### src/rtl/vga_timing_gen_if.sv
`default_nettype none
// ---------------------------------------------------------------------------
// Module      : vga_timing_gen_if
// Description : Pixel-side bundle between the raster timing stage and the
//               renderer / VGA pin driver.
// Revision    : 1.0 - initial release
// ---------------------------------------------------------------------------
interface vga_timing_gen_if;
   logic       pix_en;
   logic [5:0] rgb_in;
   logic [9:0] x;
   logic [9:0] y;
   logic       de;
   logic       line_end;
   logic       frame_end;
   logic [5:0] rgb;
   logic       hs;
   logic       vs;

   // Timing generator side
   modport master (
      input  pix_en, rgb_in,
      output x, y, de, line_end, frame_end, rgb, hs, vs
   );

   // Renderer / consumer side
   modport slave (
      output pix_en, rgb_in,
      input  x, y, de, line_end, frame_end, rgb, hs, vs
   );
endinterface
`default_nettype wire

### src/rtl/vga_timing_gen.sv
`default_nettype none
// ---------------------------------------------------------------------------
// Module      : vga_timing_gen
// Description : Raster timing generator. Two wrapping counters advance one
//               pixel per pix_en tick; coordinates, de and end-of-line/frame
//               pulses are decoded combinationally, while rgb/hs/vs are
//               registered so they trail x/y by exactly one pixel tick.
// Revision    : 1.0 - initial release
// ---------------------------------------------------------------------------
module vga_timing_gen #(
   parameter int   H_ACTIVE = 640,
   parameter int   H_FP     = 16,
   parameter int   H_SYNC   = 96,
   parameter int   H_BP     = 48,
   parameter int   V_ACTIVE = 480,
   parameter int   V_FP     = 10,
   parameter int   V_SYNC   = 2,
   parameter int   V_BP     = 33,
   parameter logic HS_POL   = 1'b0,
   parameter logic VS_POL   = 1'b0
) (
   input  logic              clk16M,
   input  logic              rst,
   vga_timing_gen_if.master  vga
);

   // Totals must not exceed 1024 so the 10-bit counters can hold them.
   localparam int H_TOTAL = H_ACTIVE + H_FP + H_SYNC + H_BP;
   localparam int V_TOTAL = V_ACTIVE + V_FP + V_SYNC + V_BP;

   // Decode bounds are 11 bits wide so a sync window ending exactly at 1024
   // still compares correctly against the zero-extended 10-bit counters.
   localparam logic [10:0] C_H_LAST   = 11'(H_TOTAL - 1);
   localparam logic [10:0] C_V_LAST   = 11'(V_TOTAL - 1);
   localparam logic [10:0] C_H_ACT    = 11'(H_ACTIVE);
   localparam logic [10:0] C_V_ACT    = 11'(V_ACTIVE);
   localparam logic [10:0] C_HS_START = 11'(H_ACTIVE + H_FP);
   localparam logic [10:0] C_HS_END   = 11'(H_ACTIVE + H_FP + H_SYNC);
   localparam logic [10:0] C_VS_START = 11'(V_ACTIVE + V_FP);
   localparam logic [10:0] C_VS_END   = 11'(V_ACTIVE + V_FP + V_SYNC);

   logic [9:0] h_cnt_q, h_cnt_d;
   logic [9:0] v_cnt_q, v_cnt_d;
   logic [5:0] rgb_q, rgb_d;
   logic       hs_q, hs_d;
   logic       vs_q, vs_d;

   logic [10:0] w_h;
   logic [10:0] w_v;
   logic        w_h_last;
   logic        w_v_last;
   logic        w_de;
   logic        w_h_win;
   logic        w_v_win;

   // Pure decodes of the current counter position.
   always_comb begin
      w_h      = {1'b0, h_cnt_q};
      w_v      = {1'b0, v_cnt_q};
      w_h_last = (w_h == C_H_LAST);
      w_v_last = (w_v == C_V_LAST);
      w_de     = (w_h < C_H_ACT) && (w_v < C_V_ACT);
      w_h_win  = (w_h >= C_HS_START) && (w_h < C_HS_END);
      w_v_win  = (w_v >= C_VS_START) && (w_v < C_VS_END);
   end

   // Next state: everything holds unless this clock carries a pixel tick.
   always_comb begin
      h_cnt_d = h_cnt_q;
      v_cnt_d = v_cnt_q;
      rgb_d   = rgb_q;
      hs_d    = hs_q;
      vs_d    = vs_q;
      if (vga.pix_en) begin
         hs_d  = w_h_win ? HS_POL : ~HS_POL;
         vs_d  = w_v_win ? VS_POL : ~VS_POL;
         rgb_d = w_de ? vga.rgb_in : 6'd0;
         if (w_h_last) begin
            h_cnt_d = 10'd0;
            v_cnt_d = w_v_last ? 10'd0 : v_cnt_q + 10'd1;
         end else begin
            h_cnt_d = h_cnt_q + 10'd1;
         end
      end
   end

   // State registers; reset wins over pix_en and parks the outputs idle.
   always_ff @(posedge clk16M) begin
      if (rst) begin
         h_cnt_q <= 10'd0;
         v_cnt_q <= 10'd0;
         rgb_q   <= 6'd0;
         hs_q    <= ~HS_POL;
         vs_q    <= ~VS_POL;
      end else begin
         h_cnt_q <= h_cnt_d;
         v_cnt_q <= v_cnt_d;
         rgb_q   <= rgb_d;
         hs_q    <= hs_d;
         vs_q    <= vs_d;
      end
   end

   assign vga.x         = h_cnt_q;
   assign vga.y         = v_cnt_q;
   assign vga.de        = w_de;
   assign vga.line_end  = vga.pix_en && w_h_last;
   assign vga.frame_end = vga.pix_en && w_h_last && w_v_last;
   assign vga.rgb       = rgb_q;
   assign vga.hs        = hs_q;
   assign vga.vs        = vs_q;

endmodule
`default_nettype wire

### src/flat_wrapper.sv
// flat-port wrapper written by rule: the top's interface ports become plain ports
module vga_timing_gen_flat 
#(
   parameter int   H_ACTIVE = 640,
   parameter int   H_FP     = 16,
   parameter int   H_SYNC   = 96,
   parameter int   H_BP     = 48,
   parameter int   V_ACTIVE = 480,
   parameter int   V_FP     = 10,
   parameter int   V_SYNC   = 2,
   parameter int   V_BP     = 33,
   parameter logic HS_POL   = 1'b0,
   parameter logic VS_POL   = 1'b0
)
  (clk16M, rst, vga_pix_en, vga_rgb_in, vga_x, vga_y, vga_de, vga_line_end, vga_frame_end, vga_rgb, vga_hs, vga_vs);
  vga_timing_gen_if vga_i ();
  input  logic clk16M;
  input  logic rst;
  input wire logic [$bits(vga_i.pix_en)-1:0] vga_pix_en;
  input wire logic [$bits(vga_i.rgb_in)-1:0] vga_rgb_in;
  output wire logic [$bits(vga_i.x)-1:0] vga_x;
  output wire logic [$bits(vga_i.y)-1:0] vga_y;
  output wire logic [$bits(vga_i.de)-1:0] vga_de;
  output wire logic [$bits(vga_i.line_end)-1:0] vga_line_end;
  output wire logic [$bits(vga_i.frame_end)-1:0] vga_frame_end;
  output wire logic [$bits(vga_i.rgb)-1:0] vga_rgb;
  output wire logic [$bits(vga_i.hs)-1:0] vga_hs;
  output wire logic [$bits(vga_i.vs)-1:0] vga_vs;
  assign vga_i.pix_en = vga_pix_en;
  assign vga_i.rgb_in = vga_rgb_in;
  assign vga_x = vga_i.x;
  assign vga_y = vga_i.y;
  assign vga_de = vga_i.de;
  assign vga_line_end = vga_i.line_end;
  assign vga_frame_end = vga_i.frame_end;
  assign vga_rgb = vga_i.rgb;
  assign vga_hs = vga_i.hs;
  assign vga_vs = vga_i.vs;
  vga_timing_gen #(.H_ACTIVE(H_ACTIVE), .H_FP(H_FP), .H_SYNC(H_SYNC), .H_BP(H_BP), .V_ACTIVE(V_ACTIVE), .V_FP(V_FP), .V_SYNC(V_SYNC), .V_BP(V_BP), .HS_POL(HS_POL), .VS_POL(VS_POL)) u_core (.clk16M(clk16M), .rst(rst), .vga(vga_i));
endmodule
### config.mk
export PLATFORM = sky130hd
export DESIGN_NAME = vga_timing_gen_flat
export DESIGN_NICKNAME = d
export VERILOG_FILES = /design/src/rtl/vga_timing_gen_if.sv /design/src/rtl/vga_timing_gen.sv /design/src/flat_wrapper.sv
export SDC_FILE = /design/constraint.sdc
export NUM_CORES = 1
export LEC_CHECK = 0
export CORE_ASPECT_RATIO = 1.5
export CORE_MARGIN = 1
export CORE_UTILIZATION = 52
export CTS_BUF_LIST = sky130_fd_sc_hd__clkbuf_8
export CTS_CLUSTER_DIAMETER = 100
export DETAILED_ROUTE_END_ITERATION = 8
export PLACE_DENSITY = 0.84
export SLEW_MARGIN = 10
export SYNTH_ARGS = -nofsm -noshare
export SYNTH_HDL_FRONTEND = slang
export SYNTH_SLANG_ARGS = --single-unit
### constraint.sdc
create_clock -name clk16M -period 2.7 [get_ports clk16M]
set_clock_uncertainty 0.05 [all_clocks]
set_input_delay 0.27 -clock clk16M [delete_from_list [all_inputs] [get_ports clk16M]]
set_output_delay 0.27 -clock clk16M [all_outputs]
set_load 0.005 [all_outputs]
**Word level (Yosys, flattened, before mapping)**

Index checks and enable logic that the tools add are counted.

- $lt $le $gt $ge: 6
- Multiply operators: 0
- Mux-type cells: 5
- Equal/unequal tests: 2
- Bitwise operators: 0
- Reductions and logical operators: 6
- Div/mod/pow operators: 0
- Add/sub/neg operators: 2
- Shift operators: 0

Operators by type and width:

| operator | number |
|---|---|
| $add 10x1->10 const B | 2 |
| $eq 10x10->1 const B | 2 |
| $lt 10x10->1 const B | 2 |
| $lt 10x9->1 const B | 2 |
| $mux 10 | 2 |
| $ge 10x10->1 const B | 1 |
| $ge 10x9->1 const B | 1 |
| $mux 6 | 1 |
| $logic_and 1x1->1 | 5 |
| $mux 1 | 2 |
| $reduce_and 2->1 | 1 |

- Bits of input ports: 9
- Memories: 0
- Bits in registers: 28
- Bits in read-only memories: 0
- Latch bits: 0
- Bits in writable memories: 0

**Longest topological paths before layout**

- Word-level depth: 3
- Depth in mapped cells: 7
- Gate-level depth less buffers: 5

**Worst setup path before layout**

Ideal clock, no wire load.

- Path kind: register to output
- From: reg u_core.h_cnt_q[5], in the netlist u_core.vga.x[5]
- To: out vga_frame_end
- Buffers on the path: 3
- Required time: 2.380 ns
- Arrival time: 1.423 ns
- Setup slack: 0.957 ns
- Stages on the path, launching flop included: 7
- Cell sequence: dfxtp_1 -> buf_6 -> nor4b_4 -> nand4_2 -> buf_2 -> buf_2 -> nor3_1

- Cells in the longest elaborated chain, start to end: 3

RTL lines:

| element | RTL line | text |
|---|---|---|
| from (decl) | vga_timing_gen.sv:42 | `logic [9:0] h_cnt_q, h_cnt_d;` |
| from (signal assigned) | vga_timing_gen.sv:96 | `h_cnt_q <= h_cnt_d;` |
| $eq 10x10->1 | vga_timing_gen.sv:60 | `w_h_last = (w_h == C_H_LAST);` |
| $logic_and 1x1->1 (2 in a row) | vga_timing_gen.sv:108 | `assign vga.frame_end = vga.pix_en && w_h_last && w_v_last;` |
| to (decl) | flat_wrapper.sv:25 | `output wire logic [$bits(vga_i.frame_end)-1:0] vga_frame_end;` |

No other way between the ends.

**Worst setup path in the final report**

Same ends and word-level chain as after synthesis.

==> impl_metrics.xml <==
<?xml version="1.0" encoding="UTF-8"?>
<metrics>
  <group name="synth">
    <metric name="yosysMostFrequentCell" unit="">sky130_fd_sc_hd__dfxtp_1</metric>
    <metric name="synth-warning-count" unit="">0</metric>
    <metric name="ys_types" unit="">33</metric>
    <metric name="synth_flop_cell" unit="">sky130_fd_sc_hd__dfxtp_1</metric>
    <metric name="ys_seq_area_frac" unit="">0.4167</metric>
    <metric name="synth-async-reset-ratio" unit="">0</metric>
    <metric name="number_of_synthesized_register_bits" unit="">28</metric>
    <metric name="synth.net_count" unit="">169</metric>
    <metric name="synth_edf_count" unit="">0</metric>
    <metric name="post_synth_main_area_contributors" unit="">sky130_fd_sc_hd__dfxtp_1 42%, sky130_fd_sc_hd__a21oi_1 5.2%, sky130_fd_sc_hd__ha_1 3.7%</metric>
    <metric name="synth_largest_area_cell" unit="">sky130_fd_sc_hd__dfxtp_1</metric>
    <metric name="synthTopCellsByCount" unit="">28 x sky130_fd_sc_hd__dfxtp_1, 14 x sky130_fd_sc_hd__a21oi_1, 13 x sky130_fd_sc_hd__nor2_1</metric>
    <metric name="syn_area_per_cell" unit="sq um">8.622</metric>
    <metric name="synth_top_area_frac" unit="">0.4167</metric>
    <metric name="mappedNetlistArea" unit="sq um">1345</metric>
    <metric name="synthesis.instances" unit="">156</metric>
  </group>
  <group name="pwr">
    <metric name="power_frac_comb" unit="">0.084</metric>
    <metric name="power.density_cell_area" unit="nW/um^2">391.1</metric>
    <metric name="p_sw" unit="uW">150.0</metric>
    <metric name="irDropWorstVdd" unit="mV">0.2582</metric>
    <metric name="total_power" unit="uW">705.6</metric>
    <metric name="netSwitchingFraction" unit="">0.2126</metric>
    <metric name="pwr-share-clk" unit="">0.309</metric>
    <metric name="p_seq_frac" unit="">0.607</metric>
    <metric name="leakagePower" unit="nW">0.6506</metric>
    <metric name="cell_internal_pwr" unit="uW">555.6</metric>
  </group>
  <group name="clock_tree">
    <metric name="tritoncts_num_sinks" unit="">28</metric>
    <metric name="cts_buffer_depth" unit="">2</metric>
    <metric name="post-cts-setup-buffers" unit="">0</metric>
    <metric name="tritoncts" unit="">built</metric>
    <metric name="cts_made_buffers" unit="">3</metric>
    <metric name="postCtsHoldBufs" unit="">0</metric>
    <metric name="cts-htree-levels" unit="">1</metric>
    <metric name="clockRootBuffer" unit="">sky130_fd_sc_hd__clkbuf_8</metric>
    <metric name="clk_transition_reported_paths" unit="ns">0.09</metric>
    <metric name="clkLatencyLatePin" unit="ns">0.26</metric>
    <metric name="cts_resizes" unit="">0</metric>
  </group>
  <group name="grt">
    <metric name="global_route.usage.total" unit="">0.2429</metric>
    <metric name="grt_use_met3" unit="">0.03107</metric>
    <metric name="use_met2" unit="">0.4394</metric>
    <metric name="overflow" unit="">0</metric>
    <metric name="grt_max_degree" unit="">23</metric>
    <metric name="globalRouteMet1Util" unit="">0.2804</metric>
    <metric name="antenna_violations_before_repair" unit="">0</metric>
    <metric name="global_route_wire_length_before_repair" unit="mm">5.292</metric>
    <metric name="vias_in_the_first_global_route" unit="">1221</metric>
    <metric name="global_route.peak_usage_layer" unit="">met2</metric>
  </group>
  <group name="die">
    <metric name="die_width" unit="um">43.53</metric>
    <metric name="coreArea" unit="sq um">2450</metric>
    <metric name="rows" unit="">22</metric>
    <metric name="dieHeight" unit="um">64.29</metric>
    <metric name="boundaryPins" unit="">40</metric>
    <metric name="design.die.area" unit="sq um">2798</metric>
    <metric name="effective_utilization_at_floorplan" unit="">0.5490</metric>
  </group>
  <group name="final_layout">
    <metric name="post_layout_nonfiller_instances" unit="">220</metric>
    <metric name="multiInputGateArea" unit="sq um">725.7</metric>
    <metric name="antennaDiodeCount" unit="">0</metric>
    <metric name="post_route_cells_drive_above_1_share" unit="">0.05612</metric>
    <metric name="final.fill_count" unit="">205</metric>
    <metric name="area_delta_synth_final" unit="%">34.14</metric>
    <metric name="finalNetCount" unit="">211</metric>
    <metric name="register_area" unit="sq um">560.5</metric>
  </group>
  <group name="setup_path">
    <metric name="critPathArrivalTime" unit="ns">1.94</metric>
    <metric name="endpoint_kind" unit="">output port</metric>
    <metric name="r2r.worst_path.cells" unit="">5</metric>
    <metric name="crit_fanout" unit="">9</metric>
    <metric name="criticalPathCategory" unit="">flip-flop to output port</metric>
    <metric name="timing.critical_path.required" unit="ns">2.38</metric>
    <metric name="worst_setup_sp" unit="">u_core.vga.x[5]$_SDFFE_PP0P_</metric>
    <metric name="crit_path_start_kind" unit="">flip-flop</metric>
    <metric name="critical_path.reg2reg.endpoint" unit="">u_core.vga.y[9]$_SDFFE_PP0P_</metric>
    <metric name="crit_end" unit="">vga_frame_end</metric>
    <metric name="r2r-start" unit="">u_core.vga.x[5]$_SDFFE_PP0P_</metric>
    <metric name="register_to_register_setup_slack" unit="ns">0.81</metric>
  </group>
  <group name="detailed_routing">
    <metric name="ant_nets" unit="">0</metric>
    <metric name="post_drt_wl_per_cell" unit="um">14.30</metric>
    <metric name="viasPerCell" unit="">5.855</metric>
    <metric name="dr.pass1.iters" unit="">6</metric>
    <metric name="drc" unit="">6</metric>
    <metric name="detail_route.wirelength" unit="mm">3.147</metric>
    <metric name="drtIter0Drc" unit="">32</metric>
    <metric name="routed-via-count" unit="">1288</metric>
  </group>
  <group name="flow_run">
    <metric name="timing.max_cap.violations" unit="">0</metric>
  </group>
  <group name="timing">
    <metric name="max-slew-margin-rel" unit="">0.7500</metric>
    <metric name="rsz0062_at_grt" unit="">no</metric>
    <metric name="maxSlewViolCount" unit="">0</metric>
    <metric name="finalSetupViolations" unit="">0</metric>
    <metric name="final_hold_viol_count" unit="">0</metric>
    <metric name="finalWorstPathRequiredPeriod" unit="ns">2.263</metric>
    <metric name="worst-slew-pin-transition" unit="ns">0.3745</metric>
    <metric name="maxClockFrequency" unit="MHz">441.8</metric>
    <metric name="totalNegativeSetupSlack" unit="ns">0</metric>
    <metric name="timing.final.crit_share" unit="">0.8382</metric>
  </group>
  <group name="place">
    <metric name="place.detailed.hpwl" unit="mm">2.303</metric>
    <metric name="buffer_ports.inserted" unit="">39</metric>
    <metric name="gpl_wtd_cong" unit="">0.8104</metric>
    <metric name="placed_cells_incl_taps" unit="">217</metric>
  </group>
  <group name="status">
    <metric name="run_status" unit="">complete, but fails checks</metric>
    <metric name="failed_checks" unit="">design-rule violations</metric>
  </group>
  <group name="hold_path">
    <metric name="hold_class" unit="">flip-flop to flip-flop</metric>
  </group>
</metrics>
## metal layers
metal	share of wire	wire length, um
met5	0	0
met4	0.0067	21
met3	0.039	122
met2	0.55	1739
met1	0.40	1265
## cells in the final DEF (no fill, tap or decap), drive strengths merged
| cell | count |
|---|---|
| a21oi | 14 |
| and2 | 1 |
| and3 | 3 |
| and4 | 2 |
| buf | 4 |
| clkbuf | 3 |
| clkdlybuf4s50 | 39 |
| dfxtp | 28 |
| ha | 4 |
| inv | 7 |
| mux2i | 2 |
| nand2 | 8 |
| nand2b | 7 |
| nand3 | 10 |
| nand4 | 9 |
| nand4b | 1 |
| nor2 | 13 |
| nor2b | 2 |
| nor3 | 5 |
| nor3b | 1 |
| nor4b | 1 |
| o21a | 1 |
| o21ai | 8 |
| o31ai | 2 |
| o32ai | 1 |
| or3 | 8 |
| or3b | 1 |
| or4 | 1 |
| xnor2 | 5 |
| xor2 | 5 |
## worst min path at each step
stage / start / end / slack [ns] / cells after the start
2_1_floorplan: vga_rgb_in[0] / u_core.vga.rgb[0]$_SDFFE_PP0P_ / 0.38 / 2
3_3_place_gp: u_core.vga.rgb[0]$_SDFFE_PP0P_ / u_core.vga.rgb[0]$_SDFFE_PP0P_ / 0.41 / 2
3_5_place_dp: u_core.vga.rgb[4]$_SDFFE_PP0P_ / u_core.vga.rgb[4]$_SDFFE_PP0P_ / 0.41 / 2
4_1_cts: u_core.vga.rgb[4]$_SDFFE_PP0P_ / u_core.vga.rgb[4]$_SDFFE_PP0P_ / 0.42 / 2
5_1_grt: u_core.vga.rgb[3]$_SDFFE_PP0P_ / u_core.vga.rgb[3]$_SDFFE_PP0P_ / 0.45 / 2
6_report: u_core.vga.rgb[4]$_SDFFE_PP0P_ / u_core.vga.rgb[4]$_SDFFE_PP0P_ / 0.42 / 2
## registers in the layout, summed over array words and instances (netlist names)
register,flops
u_core.vga.y,10
u_core.vga.rgb,6
u_core.vga.x,10
u_core.vga.vs,1
u_core.vga.hs,1
## logic make-up (layout without fill, tap and decap cells)
kind of cell,count (synthesis),after routing,share of synthesized area
and+or+nand+nor,73,73,0.3135
AOI/OAI and AO/OA,26,26,0.1088
xor gates and xnor gates,10,10,0.06511
buffers and inverters,13,53,0.04372
muxes,2,2,0.01488
DFF,28,28,0.4167
adders and majority gates,4,4,0.03721
## final cells by class
type | count | share of cell area
Clock buffer | 3 | 0.02288
Inverter | 7 | 0.01456
Multi-Input combinational cell | 115 | 0.4022
Sequential cell | 28 | 0.3107
Tap cell | 24 | 0.01664
Timing Repair Buffer | 43 | 0.2330
## critical path, stage by stage (launching register included)
cell                              delay [ns]
sky130_fd_sc_hd__dfxtp_1                0.43
sky130_fd_sc_hd__nor4b_4                0.32
sky130_fd_sc_hd__nand4_2                0.14
sky130_fd_sc_hd__nor3_1                 0.25
sky130_fd_sc_hd__clkdlybuf4s50_1        0.54
## per-stage QoR
step | util | instance area [sq um] | hold slack [ns] | setup WS (ns)
floorplan | - | 1345 | 0.3832 | 0.9570
global placement | 0.7196 | 1763 | 0.4063 | 0.5073
detailed placement | 0.7196 | 1763 | 0.4091 | 0.5019
CTS | 0.7365 | 1804 | 0.4235 | 0.4256
global route | 0.7365 | 1804 | 0.4501 | 0.3143
finish | 0.7365 | 1804 | 0.4228 | 0.4368
## power by group through the flow
stage | Clock [mW] | Sequential [mW] | Combinational (mW)
floorplan | 0 | 0.438 | 0.0244
global placement | 0 | 0.438 | 0.0574
detailed placement | 0 | 0.438 | 0.0598
CTS | 0.223 | 0.429 | 0.0599
global route | 0.237 | 0.430 | 0.0665
finish | 0.218 | 0.429 | 0.0593
Note: power is estimated with default switching activity, not from simulation.
==> RTL change: new RTL, same flow settings <==
`H_ACTIVE` is set to 640 in 2 places; all go to 320.
--- a/src/rtl/vga_timing_gen.sv
+++ b/src/rtl/vga_timing_gen.sv
@@ -8,7 +8,7 @@
 // Revision    : 1.0 - initial release
 // ---------------------------------------------------------------------------
 module vga_timing_gen #(
-   parameter int   H_ACTIVE = 640,
+   parameter int   H_ACTIVE = 320,
    parameter int   H_FP     = 16,
    parameter int   H_SYNC   = 96,
    parameter int   H_BP     = 48,
--- a/src/flat_wrapper.sv
+++ b/src/flat_wrapper.sv
@@ -1,7 +1,7 @@
 // flat-port wrapper written by rule: the top's interface ports become plain ports
 module vga_timing_gen_flat 
 #(
-   parameter int   H_ACTIVE = 640,
+   parameter int   H_ACTIVE = 320,
    parameter int   H_FP     = 16,
    parameter int   H_SYNC   = 96,
    parameter int   H_BP     = 48,
Behaviour: no difference found for any inputs over 10 cycles, from zero or initial values and one cycle with rst high; that may be too few to reach the edited logic, so the function may still have changed.
==> RTL change against the unedited design <==
Largest power group unchanged; highest routed layer unchanged; critical path depth rose by 1; design area rose by 0.76%; synthesized area fell by 0.93%; setup slack got worse by 0.30 ns; wire length rose by 0.95%; the run still ends with DRC left; sequential cell count did not move; register-to-register slack got worse by 0.25 ns; sequential share of layout area fell by 0.17 points; sequential power barely moved; combinational power barely moved; total power rose by 15%.
==> RTL change: results (changes against the unedited design) <==
static leakage - 0.000617 uW (-5.2%)
weighted congestion reported at the end of routability-driven placement - 0.935 (+15%)
biggest fanout along the worst timing path - 5 (-4)
Fin Hold WS - 0.430 ns (+0.00707 ns)
ratio of cells with drive above 1 in the final layout - 0.0603 (+0.00418)
Avg WL per Cell - 14.2 um (-0.40%)
share of synthesized cell area in full adder, half adder and majority cells - 0.0376 (+0.000349)
proportion of synthesized area in mux cells - 0.00751 (-0.00737)
result of the run - finished with violations
number of standard cells in the final layout excluding fillers - 223 (+1.4%)
cell types with the largest area share after synthesis - sky130_fd_sc_hd__dfxtp_1, sky130_fd_sc_hd__a21oi_1, sky130_fd_sc_hd__xnor2_1
largest net degree at the start of global routing - 22 (-4.3%)
Iteration-0 DRC Markers - 36 (+13%)
met2 wire len - 1780 um (+2.1%)
Residual DRC - 8 (+2)
master of the slowest instance on the critical path - sky130_fd_sc_hd__or4_4
Routed met1 length - 1280 um (+1.2%)
Place WS - 0.315 ns (-0.187 ns)
number of nets in the finished design - 213 (+0.95%)
start point of the worst hold path - u_core.vga.rgb[1]$_SDFFE_PP0P_
post-synthesis sequential area ratio - 0.421 (+0.00391)
fill cell instance count of the final layout - 188 (-8.3%)
number of distinct standard cells referenced by the synthesized netlist - 32 (-3.0%)
violations in the final reports - DRC
endpoint with the worst hold slack - u_core.vga.rgb[1]$_SDFFE_PP0P_
fraction of met3 tracks used by global routing - 0.0282 (-0.00282)
met2 GRT Util - 0.477 (+0.0379)
peak supply drop - 0.369 mV (+43%)
==> RTL change: final cells by class <==
type	count	area, um^2	area share
inverter	7	26.3	0.0145
multi-input combinational	118	716	0.394
timing repair buffer	42	413	0.227
clock buffer	3	41.3	0.0227
clock inverter	1	30.0	0.0165
sequential	28	562	0.309
tap	24	30.0	0.0165
==> RTL change: what timing repair did <==
action                     in CTS  in global routing
resized for setup               0                  1
setup endpoints to repair       0                  1
hold endpoints to repair        0                  0
==> RTL change: power breakdown <==
part	internal [uW]	total, uW	switching, uW
Combinational	34.8	59.1	24.3
Sequential	421	428	6.99
Clock	198	325	127
==> RTL change: worst register-to-register path: cells and delay by family, from the launching register on <==
| kind | cells | cell delay, ns |
|---|---|---|
| fa+ha+maj | 1 | 0.23 |
| buf+inv | 1 | 0.21 |
| flops | 1 | 0.42 |
| compound gates | 1 | 0.15 |
| simple gates | 3 | 1.01 |
